## src/rtl/relu_maxpool2_if.sv

```systemverilog
// Stream bundle for relu_maxpool2: raster input samples in, pooled samples out.
// slave is the pooling stage's view; master is the producer/consumer side.
interface relu_maxpool2_if #(
   parameter int W3 = 21,
   parameter int WO = 9
);
   logic signed [W3-1:0] inp;
   logic                 En_in;
   logic signed [WO-1:0] oup;
   logic                 En;
   logic                 frame_done;

   modport master (output inp, En_in, input  oup, En, frame_done);
   modport slave  (input  inp, En_in, output oup, En, frame_done);
endinterface

```

## src/rtl/relu_maxpool2.sv

```systemverilog
// ReLU + 2x2/stride-2 max pool + shift/saturate requantisation; outputs registered one edge after the completing pixel.
// No backpressure: accepts one pixel per En_in cycle, gaps freeze all state.
module relu_maxpool2 #(
   parameter int W3    = 21,
   parameter int WO    = 9,
   parameter int ROWS  = 14,
   parameter int COLS  = 14,
   parameter int SHIFT = 8
)(
   input  logic          clk,
   input  logic          rst,
   relu_maxpool2_if.slave io
);
   localparam int CW = $clog2(COLS);
   localparam int RW = $clog2(ROWS);
   localparam int LW = $clog2(COLS / 2);
   localparam logic [CW-1:0] COL_MAX = CW'(COLS - 1);
   localparam logic [RW-1:0] ROW_MAX = RW'(ROWS - 1);
   localparam logic [CW-1:0] COL_ONE = CW'(1);
   localparam logic [RW-1:0] ROW_ONE = RW'(1);
   localparam logic signed [W3-1:0] OMAX = W3'((2 ** (WO - 1)) - 1);

   logic [CW-1:0]        col_q, col_d;
   logic [RW-1:0]        row_q, row_d;
   logic signed [W3-1:0] h_q, h_d;
   logic signed [WO-1:0] oup_q, oup_d;
   logic                 en_q, en_d;
   logic                 fd_q, fd_d;

   logic signed [W3-1:0] lb_q [COLS/2];
   logic [LW-1:0]        lb_idx;
   logic                 lb_we;

   logic signed [W3-1:0] lb_rd, hmax, pmax, relu, shft;
   logic signed [WO-1:0] sat;

   assign lb_idx = LW'(col_q >> 1);
   assign lb_rd  = lb_q[lb_idx];

   always_comb begin
      hmax = (io.inp > h_q) ? io.inp : h_q;
      pmax = (lb_rd > hmax) ? lb_rd : hmax;
      relu = pmax[W3-1] ? '0 : pmax;
      shft = relu >>> SHIFT;
      sat  = (shft > OMAX) ? OMAX[WO-1:0] : shft[WO-1:0];
   end

   // Row/col parity alone decides what each accepted pixel does.
   always_comb begin
      col_d = col_q;
      row_d = row_q;
      h_d   = h_q;
      oup_d = oup_q;
      en_d  = 1'b0;
      fd_d  = 1'b0;
      lb_we = 1'b0;
      if (io.En_in) begin
         if (col_q == COL_MAX) begin
            col_d = '0;
            row_d = (row_q == ROW_MAX) ? '0 : row_q + ROW_ONE;
         end else begin
            col_d = col_q + COL_ONE;
         end
         if (!col_q[0]) begin
            h_d = io.inp;
         end else if (!row_q[0]) begin
            lb_we = 1'b1;
         end else begin
            en_d  = 1'b1;
            oup_d = sat;
            fd_d  = (row_q == ROW_MAX) && (col_q == COL_MAX);
         end
      end
   end

   always_ff @(posedge clk or negedge rst) begin
      if (!rst) begin
         col_q <= '0;
         row_q <= '0;
         h_q   <= '0;
         oup_q <= '0;
         en_q  <= 1'b0;
         fd_q  <= 1'b0;
      end else begin
         col_q <= col_d;
         row_q <= row_d;
         h_q   <= h_d;
         oup_q <= oup_d;
         en_q  <= en_d;
         fd_q  <= fd_d;
      end
   end

   // Entries are always rewritten on the even row before use, so no reset.
   always_ff @(posedge clk) begin
      if (lb_we) lb_q[lb_idx] <= hmax;
   end

   assign io.oup        = oup_q;
   assign io.En         = en_q;
   assign io.frame_done = fd_q;
endmodule
```

## src/flat_wrapper.sv

```systemverilog
// flat-port wrapper written by rule: the top's interface ports become plain ports
module relu_maxpool2_flat 
#(
   parameter int W3    = 21,
   parameter int WO    = 9,
   parameter int ROWS  = 14,
   parameter int COLS  = 14,
   parameter int SHIFT = 8
)
  (clk, rst, io_inp, io_En_in, io_oup, io_En, io_frame_done);
  relu_maxpool2_if #(.W3(W3), .WO(WO)) io_i ();
  input  logic clk;
  input  logic rst;
  input wire logic [$bits(io_i.inp)-1:0] io_inp;
  input wire logic [$bits(io_i.En_in)-1:0] io_En_in;
  output wire logic [$bits(io_i.oup)-1:0] io_oup;
  output wire logic [$bits(io_i.En)-1:0] io_En;
  output wire logic [$bits(io_i.frame_done)-1:0] io_frame_done;
  assign io_i.inp = io_inp;
  assign io_i.En_in = io_En_in;
  assign io_oup = io_i.oup;
  assign io_En = io_i.En;
  assign io_frame_done = io_i.frame_done;
  relu_maxpool2 #(.W3(W3), .WO(WO), .ROWS(ROWS), .COLS(COLS), .SHIFT(SHIFT)) u_core (.clk(clk), .rst(rst), .io(io_i));
endmodule
```

## config.mk

```make
export PLATFORM = sky130hd
export DESIGN_NAME = relu_maxpool2_flat
export DESIGN_NICKNAME = d
export VERILOG_FILES = /design/src/rtl/relu_maxpool2_if.sv /design/src/rtl/relu_maxpool2.sv /design/src/flat_wrapper.sv
export SDC_FILE = /design/constraint.sdc
export NUM_CORES = 1
export LEC_CHECK = 0
export CORE_AREA = 2 2 139 141
export DETAILED_ROUTE_END_ITERATION = 10
export DIE_AREA = 0 0 141 143
export SYNTH_ARGS = -nofsm -noshare
export SYNTH_HDL_FRONTEND = slang
export SYNTH_SLANG_ARGS = --single-unit
```

## constraint.sdc

```tcl
create_clock -name clk -period 4.9 [get_ports clk]
set_input_delay 0.735 -clock clk [delete_from_list [all_inputs] [get_ports clk]]
set_output_delay 0.735 -clock clk [all_outputs]
set_load 0.1 [all_outputs]
```

==> results.toml <==
[synth]
synth_flop_cell = "edfxtp_1"
synthesis.nets = 736
synth_seq_cells = 187
async_reset_ff_frac = 0.214
synth_edf_count = 147
syn_avg_cell_area_um2 = 12.8
synthCells = 671
synth_area_um2 = 8590
synth_cell_types = 53
ys.warnings.count = 0
ys_seq_area_frac = 0.630

[drt]
drtIter0Drc = 400
highest_layer = "met4"
totalWireLength_um = 20600
via_per_inst = 5.59
met1Wirelength_um = 9520
drc_errors = 0
final_antenna_net_count = 0
drt_first_pass_iters = 4
wl_per_cell_um = 20.2
wl_met2_um = 9810
num_vias = 5687
wl_met3_um = 635

[cts]
ctsHtreeMaxLevel = 4
clk_latency_ps = 430
cts_resized = 0
ctsHoldBuffers = 0
numCtsBuffers = 17
cts.clk_slew.worst_paths_ps = 70
clock-sinks = 187
cts_setup_buffers = 0
cts_tree = "built"
cts.path.max_buffers = 2
root_buffer = "clkbuf_16"

[timing]
fin_crit_sh = 0.954
setup_tns_ps = 0
final_max_slew_viol_count = 0
relSlewSlack = 0.323
fin_worst_skew_ps = 9.50
setup_slack_ps = 224
finalSetupViolCount = 0
worstMarginPinSlew_ps = 1010
hold_viol = 0
holdWs_ps = 453
period_needed_ps = 4680
max_freq_mhz = 214

[place]
hpwl_um = 14700
place.port_buffers = 34
dp_slack_ps = -375
gp_congestion = 0.837

[job]
drv_cap = 0

[final_layout]
nNetsFinal = 836
final_common_cell = "edfxtp_1"
num_antenna_cells = 0
final_layout_size_suffix_gt1_frac = 0.191
n_fill_cell = 1538
layout_common_cells = "147 x edfxtp_1, 77 x buf_4, 59 x nand2_1, 51 x inv_1"
utilization = 0.557
syn2layout_area_growth_pct = 20.5

[setup_path]
crit_path_end_kind = "flip-flop"
startpoint_type = "input port"
required_ps = 5220
worstPathMaxFanout = 8
arrival_ps = 4990
path_class = "input port to flip-flop"

[floorplanning]
start_util = 0.463
die_h_um = 143
core.rowCount = 50
die-width_um = 141
core_region_area_um2 = 18600
die_area_um2 = 20200
io_pins = 35

[global_route]
grt_antenna_before_repair = 0
grt.overflow.total = 0
grt_pass1_wl_um = 32300
track_usage = 0.215
grt_max_degree = 41
grt_pass1_vias = 5801

[power]
power_density_nw_per_um2 = 684
ir_worst_vdd_mv = 0.375
total_power_mw = 7.08
p_leak_nw = 3.99

[status]
outcome = "finished clean"

[worst_hold_path]
hold_class = "input port to async pin"
-- cell families (layout without fill, tap and decap cells) --
| group | after synthesis | after routing | share of synthesized area |
|---|---|---|---|
| fa+ha+maj | 42 | 42 | 0.0610 |
| xor+xnor | 2 | 2 | 0.00204 |
| simple gates | 144 | 144 | 0.0779 |
| buf+inv | 83 | 196 | 0.0380 |
| flops | 187 | 187 | 0.630 |
| mux | 59 | 59 | 0.0772 |
| compound gates | 154 | 154 | 0.114 |
-- cells in the mapped netlist (3+ instances only) --
cell type	count	area [µm²]
nand2_1	59	221
o21ai_0	34	170
buf_2	6	30.0
mux4_2	3	67.6
mux2_2	15	169
o21ai_1	9	45.0
inv_1	51	191
o221ai_1	7	61.3
nor4_1	4	25.0
o21a_1	3	22.5
or3_1	7	43.8
nor3_1	12	60.1
a211oi_1	3	22.5
mux2i_1	39	390
a31oi_1	3	18.8
o22ai_1	34	213
nor2_1	31	116
dfrtp_1	40	1000
edfxtp_1	147	4410
a21oi_1	27	135
a21o_1	10	75.1
nand4_1	10	62.6
ha_1	41	513
a221oi_1	8	70.1
o31ai_1	3	22.5
nand2b_1	4	25.0
nand3_1	9	45.0
clkbuf_1	22	82.6
-- state kept, by name, indices dropped and copies added, names as in the netlist --
name / count
u_core.col_q: 4
u_core.lb_q: 147
u_core.io.frame_done: 1
u_core.h_q: 21
u_core.io.oup: 9
u_core.row_q: 4
u_core.io.En: 1
-- worst max-delay path, cell delays in order --
cell	delay, ps
clkdlybuf4s50_1	460
ha_1	320
nand4_1	180
nor4_4	330
buf_4	170
nand4_1	170
nand3_4	190
buf_4	200
mux2i_1	290
ha_1	290
a21o_1	160
a21o_1	170
a21oi_1	160
o31ai_1	100
nor2_1	140
a21oi_1	100
o21a_1	140
o221ai_4	200
buf_6	190
mux2i_1	220
o21ai_1	80
-- per-layer routing --
metal  global-route usage  vias up
li1                     -     2724
met1                0.293     2822
met2                0.345      106
met3               0.0379       35
met4               0.0884        0
met5                    0        -
-- power by group --
part | internal (mW) | leakage (nW) | switching, mW
Combinational | 1.36 | 1.89 | 2.10
Clock | 0.754 | 0.272 | 0.593
Sequential | 2.15 | 1.83 | 0.138
Total | 4.26 | 3.99 | 2.83
-- per-stage QoR --
stage	instances	cell area, µm²
2_1_floorplan	671	8590
3_3_place_gp	986	9720
3_5_place_dp	986	9720
4_1_cts	1018	10300
5_1_grt	1018	10400
6_report	1018	10400
-- layout make-up --
class                      instances  area, µm²  area share
timing repair buffer             112        925      0.0893
tap                              234        293      0.0283
clock inverter                    13        140      0.0135
clock buffer                      19        433      0.0418
sequential                       187       5420       0.523
multi-input combinational        401       2960       0.285
inverter                          52        195      0.0188
-- final timing paths --
kind | startpoint | end | slack (ps) | depth (start not counted)
worst min register to register | u_core.io.oup[8] | u_core.io.oup[8] | 480 | 1
worst max-delay path | io_inp[15] | u_core.io.oup[1] | 220 | 21
max in group asynchronous | rst | u_core.h_q[17] | 3860 | 1
worst max register to register | u_core.h_q[13] | u_core.io.oup[1] | 550 | 21
min in group clk | u_core.io.oup[8] | u_core.io.oup[8] | 480 | 1
worst min-delay path | rst | u_core.io.oup[5] | 450 | 1
Power figures use the tool's default switching activity.
